[src/rtl/cordic_seq_pkg.sv]
// Shared types and defaults for the cordic front-end sequencer.
// State encoding plus default angle width, iteration count and addr width.
package cordic_seq_pkg;

  localparam int CORDIC_W      = 16;
  localparam int CORDIC_ITER   = 16;
  localparam int CORDIC_ADDR_W = $clog2(CORDIC_ITER);

  typedef enum logic [1:0] {
    ST_IDLE,
    ST_LOAD,
    ST_ITER,
    ST_CAPT
  } seq_state_t;

endpackage

[src/rtl/cordic_seq_fifo.sv]
// Synchronous DEPTH x W FIFO with count-based full/empty; head is the read data.
// Latency: a pushed entry is visible at the head the cycle after the push.
// Backpressure: pushes while full and pops while empty are ignored; no read-during-write bypass.
module cordic_seq_fifo #(
  parameter int W     = 16,
  parameter int DEPTH = 4
) (
  input  logic         clock,
  input  logic         reset_n,
  input  logic         push,
  input  logic [W-1:0] push_dat,
  input  logic         pop,
  output logic [W-1:0] head_dat,
  output logic         full,
  output logic         empty
);

  localparam int AW = $clog2(DEPTH);

  logic [W-1:0]  mem [DEPTH];
  logic [AW-1:0] wr_ptr;
  logic [AW-1:0] rd_ptr;
  logic [AW:0]   count;
  logic          do_push;
  logic          do_pop;

  assign full     = (count == (AW+1)'(DEPTH));
  assign empty    = (count == '0);
  assign do_push  = push & ~full;
  assign do_pop   = pop & ~empty;
  assign head_dat = mem[rd_ptr];

  always_ff @(posedge clock) begin
    if (do_push) begin
      mem[wr_ptr] <= push_dat;
    end
  end

  always_ff @(posedge clock) begin
    if (!reset_n) begin
      wr_ptr <= '0;
      rd_ptr <= '0;
      count  <= '0;
    end else begin
      if (do_push) wr_ptr <= wr_ptr + AW'(1);
      if (do_pop)  rd_ptr <= rd_ptr + AW'(1);
      case ({do_push, do_pop})
        2'b10:   count <= count + (AW+1)'(1);
        2'b01:   count <= count - (AW+1)'(1);
        default: count <= count;
      endcase
    end
  end

endmodule

[src/rtl/cordic_sequencer.sv]
// Streams buffered angles through the iterative cordic core (load, addr 1..ITER-1) and registers sin/cos.
// Latency: result valid 18 edges after a push into an idle block; one result per ITER+1 cycles when streaming.
// Backpressure: stalls in CAPT while the output register is held; CORDIC_SEQ_STATS_EN adds op_count.
module cordic_sequencer
  import cordic_seq_pkg::*;
#(
  parameter int W     = CORDIC_W,
  parameter int ITER  = CORDIC_ITER,
  parameter int DEPTH = 4
) (
  input  logic                     clock,
  input  logic                     reset_n,
  input  logic                     in_valid,
  output logic                     in_ready,
  input  logic [W-1:0]             in_angle,
  output logic [W-1:0]             cordic_endangle,
  output logic [$clog2(ITER)-1:0]  cordic_addr,
  output logic                     cordic_load,
  input  logic [W-1:0]             cordic_sin,
  input  logic [W-1:0]             cordic_cos,
  output logic                     out_valid,
  input  logic                     out_ready,
  output logic [W-1:0]             out_sin,
  output logic [W-1:0]             out_cos,
  output logic [W-1:0]             out_angle,
  output logic                     busy
`ifdef CORDIC_SEQ_STATS_EN
  ,
  output logic [15:0]              op_count
`endif
);

  localparam int            AW   = $clog2(ITER);
  localparam logic [AW-1:0] LAST = AW'(ITER - 1);

  seq_state_t    state;
  seq_state_t    state_nxt;
  logic [AW-1:0] addr_nxt;
  logic          fifo_pop;
  logic          fifo_full;
  logic          fifo_empty;
  logic [W-1:0]  fifo_head;
  logic          cap;

  // Held in reset so no push can land while reset_n is low.
  assign in_ready    = reset_n & ~fifo_full;
  assign cordic_load = (state == ST_LOAD);
  assign busy        = (state != ST_IDLE);

  cordic_seq_fifo #(
    .W     (W),
    .DEPTH (DEPTH)
  ) u_fifo (
    .clock    (clock),
    .reset_n  (reset_n),
    .push     (in_valid & in_ready),
    .push_dat (in_angle),
    .pop      (fifo_pop),
    .head_dat (fifo_head),
    .full     (fifo_full),
    .empty    (fifo_empty)
  );

  always_comb begin
    state_nxt = state;
    addr_nxt  = cordic_addr;
    fifo_pop  = 1'b0;
    cap       = 1'b0;
    case (state)
      ST_IDLE: begin
        if (!fifo_empty) begin
          fifo_pop  = 1'b1;
          addr_nxt  = '0;
          state_nxt = ST_LOAD;
        end
      end
      ST_LOAD: begin
        addr_nxt  = AW'(1);
        state_nxt = ST_ITER;
      end
      ST_ITER: begin
        if (cordic_addr == LAST) begin
          state_nxt = ST_CAPT;
        end else begin
          addr_nxt = cordic_addr + AW'(1);
        end
      end
      ST_CAPT: begin
        // A same-cycle pop frees the register, so the new result lands with no bubble.
        if (!out_valid || out_ready) begin
          cap      = 1'b1;
          addr_nxt = '0;
          if (!fifo_empty) begin
            fifo_pop  = 1'b1;
            state_nxt = ST_LOAD;
          end else begin
            state_nxt = ST_IDLE;
          end
        end
      end
      default: begin
        addr_nxt  = '0;
        state_nxt = ST_IDLE;
      end
    endcase
  end

  always_ff @(posedge clock) begin
    if (!reset_n) begin
      state           <= ST_IDLE;
      cordic_addr     <= '0;
      cordic_endangle <= '0;
      out_valid       <= 1'b0;
      out_sin         <= '0;
      out_cos         <= '0;
      out_angle       <= '0;
    end else begin
      state       <= state_nxt;
      cordic_addr <= addr_nxt;
      if (fifo_pop) begin
        cordic_endangle <= fifo_head;
      end
      if (cap) begin
        out_valid <= 1'b1;
        out_sin   <= cordic_sin;
        out_cos   <= cordic_cos;
        out_angle <= cordic_endangle;
      end else if (out_ready) begin
        out_valid <= 1'b0;
      end
    end
  end

`ifdef CORDIC_SEQ_STATS_EN
  always_ff @(posedge clock) begin
    if (!reset_n) begin
      op_count <= '0;
    end else if (cap && (op_count != 16'hFFFF)) begin
      op_count <= op_count + 16'd1;
    end
  end
`endif

endmodule
[config.mk]
export PLATFORM = sky130hd
export DESIGN_NAME = cordic_sequencer
export DESIGN_NICKNAME = d
export VERILOG_FILES = /design/src/rtl/cordic_seq_pkg.sv /design/src/rtl/cordic_seq_fifo.sv /design/src/rtl/cordic_sequencer.sv
export SDC_FILE = /design/constraint.sdc
export NUM_CORES = 1
export LEC_CHECK = 0
export ABC_AREA = 1
export CORE_MARGIN = 3
export CORE_UTILIZATION = 54
export DETAILED_ROUTE_END_ITERATION = 16
export PLACE_DENSITY_LB_ADDON = 0.2
export SLEW_MARGIN = 5
export SYNTH_ARGS = -nofsm -noshare
export SYNTH_HDL_FRONTEND = slang
export SYNTH_SLANG_ARGS = --single-unit
[constraint.sdc]
create_clock -name clock -period 3.4 [get_ports clock]
set_clock_uncertainty 0.05 [all_clocks]
set_input_delay 0.68 -clock clock [delete_from_list [all_inputs] [get_ports clock]]
set_output_delay 0.68 -clock clock [all_outputs]
set_load 0.01 [all_outputs]
==> metrics.yaml <==
first_global_vias: 4306
path_class: "flip-flop to output pin"
slowest_delay_ns: 0.54
drt_pass1_iterations: 7
arrival_ns: 1.93
pwr-share-comb_pct: 27.9
synth.top_cells.by_area: "edfxtp_1 35%, dfxtp_1 28%, nor2_1 11%"
placed_area_sq_um: 6870
rsz0062_at_grt: "false"
initial_utilization_pct: 56.3
yosysSeqAreaShare_pct: 62.7
syn_nets: 653
wl_microns: 12800
cts_tree: "built"
path_buf_inv: 3
postCtsSetupRepairBufs: 0
setup_tns_ns: 0
grt_overflow: 0
io_pins: 124
grt_pass1_wl_microns: 20600
finalNonFillerCells: 857
fin_crit_ns: 2.66
dp_hpwl_microns: 8430
slowest_stage: "clkdlybuf4s50_1"
worst_slew_pin_slew_ns: 1.17
cap_violations: 0
cp_cell_sequence: "inv_1 > ha_1 > inv_1 > clkdlybuf4s50_1"
run_status: "finished, final reports clean"
cts.htree.levels: 4
vias: 4418
finalSetupViolCount: 0
seq_power_share_pct: 39.7
insertion_delay_ns: 0.51
postCtsHoldBufs: 0
cts_root_buf: "clkbuf_8"
yosys.area.top_type: "edfxtp_1"
finalWeightedCongestion: 0.754
numPortBuffers: 123
yosysMostFrequentCell: "nor2_1"
coreArea_sq_um: 9860
final_area_sq_um: 7440
area_delta_synth_final_pct: 33.9
cpLargestDelayFamily: "buffers and inverters"
wl_per_cell_microns: 14.9
fmax_ghz: 0.376
die_h_microns: 107
crit_path_frequent_cell: "inv_1"
cp_max_fo: 5
cts-resized-gates: 0
drcViolationCount: 0
grt_max_degree: 71
max_slew_margin_pct: 22.1
final_hold_viol_count: 0
power_density_nw_per_um2: 713
maxSlewViolCount: 0
antenna_found_initial: 0
ys_top_cells_by_count: "158 x nor2_1, 91 x o21ai_0, 78 x dfxtp_1, 64 x edfxtp_1, 53 x nand2_1"
ys.flop_type: "dfxtp_1"
multi_input_area_sq_um: 1740
critPathCaptureType: "output pin"
cts_buffer_depth: 2
ys_async_sr_fraction_pct: 0
swShare_pct: 30.8
track_usage_pct: 22.9
r2r_slack_ns: 0.92
clkPwrFrac_pct: 32.4
synth_top_area_share_pct: 34.6
fin_total_pwr_w: 0.00530
die_w_microns: 107
clk_pin_slew_ns: 0.06
drt-initial-drc-count: 403
syn_area_sq_um: 5550
internal-power_w: 0.00367
synth.distinct_cells: 24
yosysWarnings: 0
antenna_left: 0
placementRows: 36
fillers: 681
cts_buffers: 17
placed_cells: 825
period_share_pct: 78.2
viasPerCell: 5.16
final_layout_size_suffix_gt1_share_pct: 6.77
synth_edf_count: 64
worstPathRequired_ns: 2.67
dieArea_sq_um: 11500
power_leakage_nw: 2.84
cp-start-kind: "flip-flop"
clock-sinks: 142
seq_area_sq_um: 3480
p_sw_w: 0.00163
synth_cells: 589
vdd_ir_drop_max_mv: 0.428
syn_area_per_cell_sq_um: 9.43
synth_seq_cells: 142
final_nets: 775
antenna_cells: 0
hp-class: "flip-flop to flip-flop"
==> power by group through the flow <==
stage	logic [W]	clock network [W]	registers, W
after floorplan	0.000937	0	0.00214
after detailed placement	0.00145	0	0.00214
after global routing	0.00167	0.00184	0.00213
after global placement	0.00141	0	0.00213
after CTS	0.00148	0.00175	0.00210
final	0.00148	0.00172	0.00211
==> cells by family after synthesis <==
logic type                 Yosys count  share of synthesized area [%]
adders and majority gates           12                           2.84
AOI/OAI and AO/OA                  132                           12.0
DFF                                142                           62.7
xor gates and xnor gates             1                          0.158
and+or+nand+nor                    230                           16.4
buffers and inverters               72                           5.88
==> placed cells by master, fill, tap and decap left out, types with 2 or more instances in the layout <==
| cell | instances |
|---|---|
| edfxtp_1 | 64 |
| clkinv_2 | 2 |
| nand2_1 | 53 |
| a21oi_1 | 28 |
| o21ai_1 | 12 |
| nand4_1 | 2 |
| inv_2 | 3 |
| inv_1 | 38 |
| clkdlybuf4s50_1 | 122 |
| nor2_1 | 158 |
| o21ai_0 | 91 |
| nand2_2 | 3 |
| dfxtp_1 | 78 |
| nand3_1 | 11 |
| buf_4 | 10 |
| clkbuf_8 | 5 |
| clkbuf_16 | 17 |
| clkbuf_1 | 5 |
| ha_1 | 11 |
==> sequential cells by signal, indices dropped and copies added, names as in the netlist <==
| name | count |
|---|---|
| cordic_endangle | 16 |
| u_fifo.mem | 64 |
| u_fifo.rd_ptr | 2 |
| out_cos | 16 |
| out_angle | 16 |
| u_fifo.wr_ptr | 2 |
| state | 2 |
| out_valid | 1 |
| out_sin | 16 |
| cordic_addr | 4 |
| u_fifo.count | 3 |
==> final timing paths <==
kind | start | end | cells after the start
hold reg to reg | cordic_endangle[0]$_SDFFE_PN0N_ | out_angle[0]$_SDFFE_PN0P_ | 2
setup reg to reg | state[0]$_SDFFE_PN0P_ | u_fifo.count[2]$_SDFFE_PN0P_ | 12
setup / recovery | state[0]$_SDFFE_PN0P_ | busy | 4
hold / removal | cordic_endangle[0]$_SDFFE_PN0N_ | out_angle[0]$_SDFFE_PN0P_ | 2
==> worst min-delay path, delay by kind of cell (launching register included) <==
family | cells | cell delay, ns
flops | 1 | 0.31
compound gates | 1 | 0.05
buf+inv | 1 | 0.06
==> cell type report <==
cell class                 count  share of cell area (%)
sequential                   142                    46.8
multi-input combinational    375                    23.5
timing repair buffer         134                    17.8
clock buffer                  27                    6.90
tap                          133                    2.24
inverter                      41                    2.07
clock inverter                 5                   0.724
==> stage by stage <==
stage / hold slack, ns / setup slack (ns) / util [%]
finish: 0.420 / 0.741 / 75.4
detailed placement: 0.415 / 0.629 / 69.6
global placement: 0.408 / 0.664 / 69.6
CTS: 0.422 / 0.709 / 75.4
global route: 0.443 / 0.647 / 75.4
floorplan: 0.425 / 0.972 / -
==> metal layers <==
layer,track usage [%],vias up,routed length [microns]
li1,-,2183,-
met1,26.7,2057,5340
met2,40.1,163,6330
met3,6.36,15,925
met4,8.84,0,158
met5,0,-,0
Power figures use the tool's default switching activity.
